File: src/rtl/serial_ctrl.sv
// Shift-sequence controller: loads operand registers, runs NBITS shift cycles per
// Execute high period, then holds Done until Execute falls.
module serial_ctrl #(
  parameter int NBITS = 8,
  parameter int CW    = $clog2(NBITS + 1)
) (
  input  logic          Clk,
  input  logic          Reset,
  input  logic          LoadA,
  input  logic          LoadB,
  input  logic          Execute,
  input  logic          Abort,
  input  logic          Dir_In,
  output logic          Shift_En,
  output logic          Ld_A,
  output logic          Ld_B,
  output logic          Dir,
  output logic          Busy,
  output logic          Done,
  output logic [CW-1:0] Count
);

  typedef enum logic [1:0] {
    IDLE  = 2'd0,
    SHIFT = 2'd1,
    HOLD  = 2'd2
  } state_t;

  state_t        state;
  state_t        state_nx;
  logic [CW-1:0] count_nx;
  logic          dir_nx;

  always_ff @(posedge Clk or negedge Reset) begin
    if (!Reset) begin
      state <= IDLE;
      Count <= '0;
      Dir   <= 1'b0;
    end else begin
      state <= state_nx;
      Count <= count_nx;
      Dir   <= dir_nx;
    end
  end

  always_comb begin
    state_nx = state;
    count_nx = Count;
    dir_nx   = Dir;
    case (state)
      IDLE: begin
        count_nx = '0;
        if (Execute) begin
          state_nx = SHIFT;
          count_nx = CW'(NBITS);
          dir_nx   = Dir_In;
        end
      end
      SHIFT: begin
        if (Abort) begin
          state_nx = IDLE;
          count_nx = '0;
        end else if (Count <= CW'(1)) begin
          // Last shift cycle; the <= also keeps a corrupted zero from wrapping
          state_nx = HOLD;
          count_nx = '0;
        end else begin
          count_nx = Count - CW'(1);
        end
      end
      HOLD: begin
        count_nx = '0;
        if (!Execute || Abort) begin
          state_nx = IDLE;
        end
      end
      default: begin
        state_nx = IDLE;
        count_nx = '0;
      end
    endcase
  end

  assign Busy     = (state == SHIFT);
  assign Done     = (state == HOLD);
  assign Shift_En = (state == SHIFT) && !Abort;
  assign Ld_A     = (state == IDLE) && LoadA;
  assign Ld_B     = (state == IDLE) && LoadB;

endmodule

File: config.mk
export PLATFORM = sky130hd
export DESIGN_NAME = serial_ctrl
export DESIGN_NICKNAME = d
export VERILOG_FILES = /design/src/rtl/serial_ctrl.sv
export SDC_FILE = /design/constraint.sdc
export NUM_CORES = 1
export LEC_CHECK = 0
export CAP_MARGIN = 20
export CORE_AREA = 5 5 42 44
export DETAILED_ROUTE_END_ITERATION = 7
export DIE_AREA = 0 0 47 49
export PLACE_DENSITY_LB_ADDON = 0.25
export SLEW_MARGIN = 20
export SYNTH_ARGS = -nofsm -noshare
export SYNTH_HDL_FRONTEND = slang
export SYNTH_SLANG_ARGS = --single-unit
File: constraint.sdc
create_clock -name Clk -period 2.6 [get_ports Clk]
set_input_delay 0.39 -clock Clk [delete_from_list [all_inputs] [get_ports Clk]]
set_output_delay 0.39 -clock Clk [all_outputs]
set_load 0.005 [all_outputs]
==> summary.txt <==
Floorplan
  • Initial core utilization: 24.7%
  • DIE AREA: 0.00230 sq mm
  • Core area: 0.00140 sq mm
  • Die Height: 49 um
  • Chip Width: 47 um
  • Io pins: 17
  • Row count: 14

Routing
  • Routed wire per std cell: 10.7 um
  • DRT Wirelength: 730 um
  • Vias/cell: 4.16
  • Via count: 283
  • Post-route ant nets: 0
  • Drt first-iter violations: 1
  • Pre-antenna DRT Iters: 2
  • Drt drc: 0

Job
  • Max Cap Viol: 0

Clock tree
  • Worst-Skew Late Latency: 0.25 ns
  • Post-CTS setup buffer count: 0
  • CTS tree: yes
  • Cts hold-fix bufs: 0
  • Cts bufs inserted: 3
  • Clk pin slew, worst setup/hold paths: 0.05 ns
  • CTS HTree Levels: 1
  • CTS-repair resized insts: 0
  • Clk buf depth: 2
  • CTS root buf: clkbuf_4
  • Clk sink count: 7

Place
  • Number of port buffers: 16
  • Routability Congestion: 0.662
  • Post-DP HPWL: 597 um
  • Placement Setup Slack: 0.660 ns

Timing
  • Final setup viols: 0
  • Max-Slew Margin vs Limit: 58.9%
  • Final Max Tran Viols: 0
  • Unrepaired setup endpoints after global routing: false
  • Worst Skew: 0.00515 ns
  • Achievable Freq: 517 MHz
  • Worst Tran Pin Value: 0.611 ns
  • Final setup margin: 0.668 ns
  • Fin crit share: 74.3%
  • Fin. Hold Viols: 0
  • Min Tclk post-route: 1.93 ns
  • Fin Setup TNS: 0 ns

Pwr
  • Worst vdd ir: 0.394 mV
  • Comb pwr share: 49.5%
  • Flop pwr share: 33.5%
  • Leak: 0.244 nW
  • Power density over cell area: 1030 mW/mm^2
  • Clock Power Share: 17.0%
  • Switching share of power: 31.2%
  • Net Switching: 178 uW
  • Internal power: 393 uW

Synth
  • Yosys top cell area share: 50.5%
  • Post-Synth Simple-Gate Area: 26.7%
  • Syn_area_per_cell: 10.8 sq um
  • Post-synthesis cell count: 32
  • Number of distinct library cells after synthesis: 16
  • Post-Synth XOR/XNOR Area: 5.05%
  • Multiplexer share of the synthesized area: 3.25%
  • Synth area leader: dfrtp_1
  • Sequential cell area fraction in the yosys report: 50.5%
  • Synth Area in Adders: 7.22%
  • Yosys warning count: 0
  • Post-synthesis cell area: 347 sq um
  • Synth Register Bits: 7
  • Compound-cell area share of the yosys netlist: 5.05%
  • Main combinational cell family by area after synthesis: simple AND/OR/NAND/NOR gates
  • Ranking of synthesized cells by area: dfrtp_1, ha_1, nor2_1
  • Synth Net Count: 41

Worst setup path
  • CP Max Fanout: 2
  • Setup CP Type: input port to output port
  • Worst path arrival time: 1.54 ns
  • Crit end category: output port
  • Critical Path RT: 2.21 ns
  • CP Launch Type: input port
  • Reg2reg setup slack: 1.07 ns

Final layout
  • P&R area growth vs syn: 59.6%
  • Register area: 175 sq um
  • Area of the multi-input gates: 164 sq um
  • Fin nets: 62
  • Most frequent cells in the layout: clkdlybuf4s50_1, dfrtp_1, nor2_1
  • Fillers: 153
  • Most common cell after layout, fill and taps aside: clkdlybuf4s50_1
  • ANT cells: 0
  • Share of layout cells above drive strength 1: 13.5%

Global route
  • First-pass GRT wire length: 1100 um
  • GRT Util Overall: 6.76%
  • Largest net degree at the start of global routing: 8
  • Grt total ovfl: 0
  • Antenna violations before repair: 0
  • Vias in the first global route: 265

Worst hold path
  • Worst min path class: input port to asynchronous set/reset pin

Run status
  • Status: complete, no violations
==> critical path: stages <==
cell and delay [ns]:
clkdlybuf4s50_1 0.44, nor3b_2 0.19, clkdlybuf4s50_1 0.52
==> cell families (layout without fill, tap and decap cells) <==
logic type	Yosys count	in the layout
flops	7	7
simple gates	15	15
mux	1	1
compound gates	3	3
buf+inv	2	22
fa+ha+maj	2	2
xor+xnor	2	2
==> sequential cells by signal, summed over array words and instances (netlist names) <==
name,flops
Dir,1
Count,4
state,2
==> cell type report <==
class                      count  area share (%)
clock buffer                   4            4.75
sequential                     7            31.7
timing repair buffer          16            29.0
tap                           16            3.62
multi-input combinational     23            29.6
inverter                       2            1.36
==> final timing paths <==
| kind | startpoint | end | cells past startpoint |
|---|---|---|---|
| hold reg to reg | Dir | Dir | 1 |
| min in group Clk | Dir | Dir | 1 |
| setup reg to reg | Count[0] | Count[3] | 5 |
| hold / removal | Reset | Count[3] | 1 |
| max in group asynchronous | Reset | Dir | 1 |
| setup / recovery | Abort | Shift_En | 3 |
==> cell usage after synthesis <==
library cell  instances
a21oi_1               1
o21ai_1               1
and2b_2               1
nor3b_2               1
nor2b_4               1
nor3_1                1
inv_1                 2
dfrtp_1               7
ha_1                  2
or4b_1                1
nor2_1                5
xnor2_1               2
and2_1                2
nand2_1               3
mux2_2                1
o31ai_1               1
==> power by group through the flow <==
| stage | logic, mW | clock network, mW | registers, mW |
|---|---|---|---|
| final | 0.282 | 0.0969 | 0.191 |
| after global routing | 0.311 | 0.109 | 0.199 |
| after CTS | 0.290 | 0.101 | 0.192 |
| after detailed placement | 0.288 | 0 | 0.194 |
| after global placement | 0.289 | 0 | 0.195 |
| after floorplan | 0.140 | 0 | 0.191 |
==> metrics by stage <==
stage	hold slack [ns]	cell area (sq um)	utilization, %	std cells	total power, mW
6_report	0.395	553	39.5	68	0.571
5_1_grt	0.404	553	39.5	68	0.618
4_1_cts	0.396	553	39.5	68	0.584
3_5_place_dp	0.496	527	37.6	64	0.483
3_3_place_gp	0.494	527	37.6	64	0.483
2_1_floorplan	0.0944	347	-	32	0.331
==> layer usage <==
metal  vias up  track usage [%]  routed length [um]
li1        146                -                   -
met1       124             8.62                 298
met2        13             8.82                 323
met3         0             4.43                 108
met4         0             2.76                   0
met5         -                0                   0
Note: power is estimated with default switching activity, not from simulation.
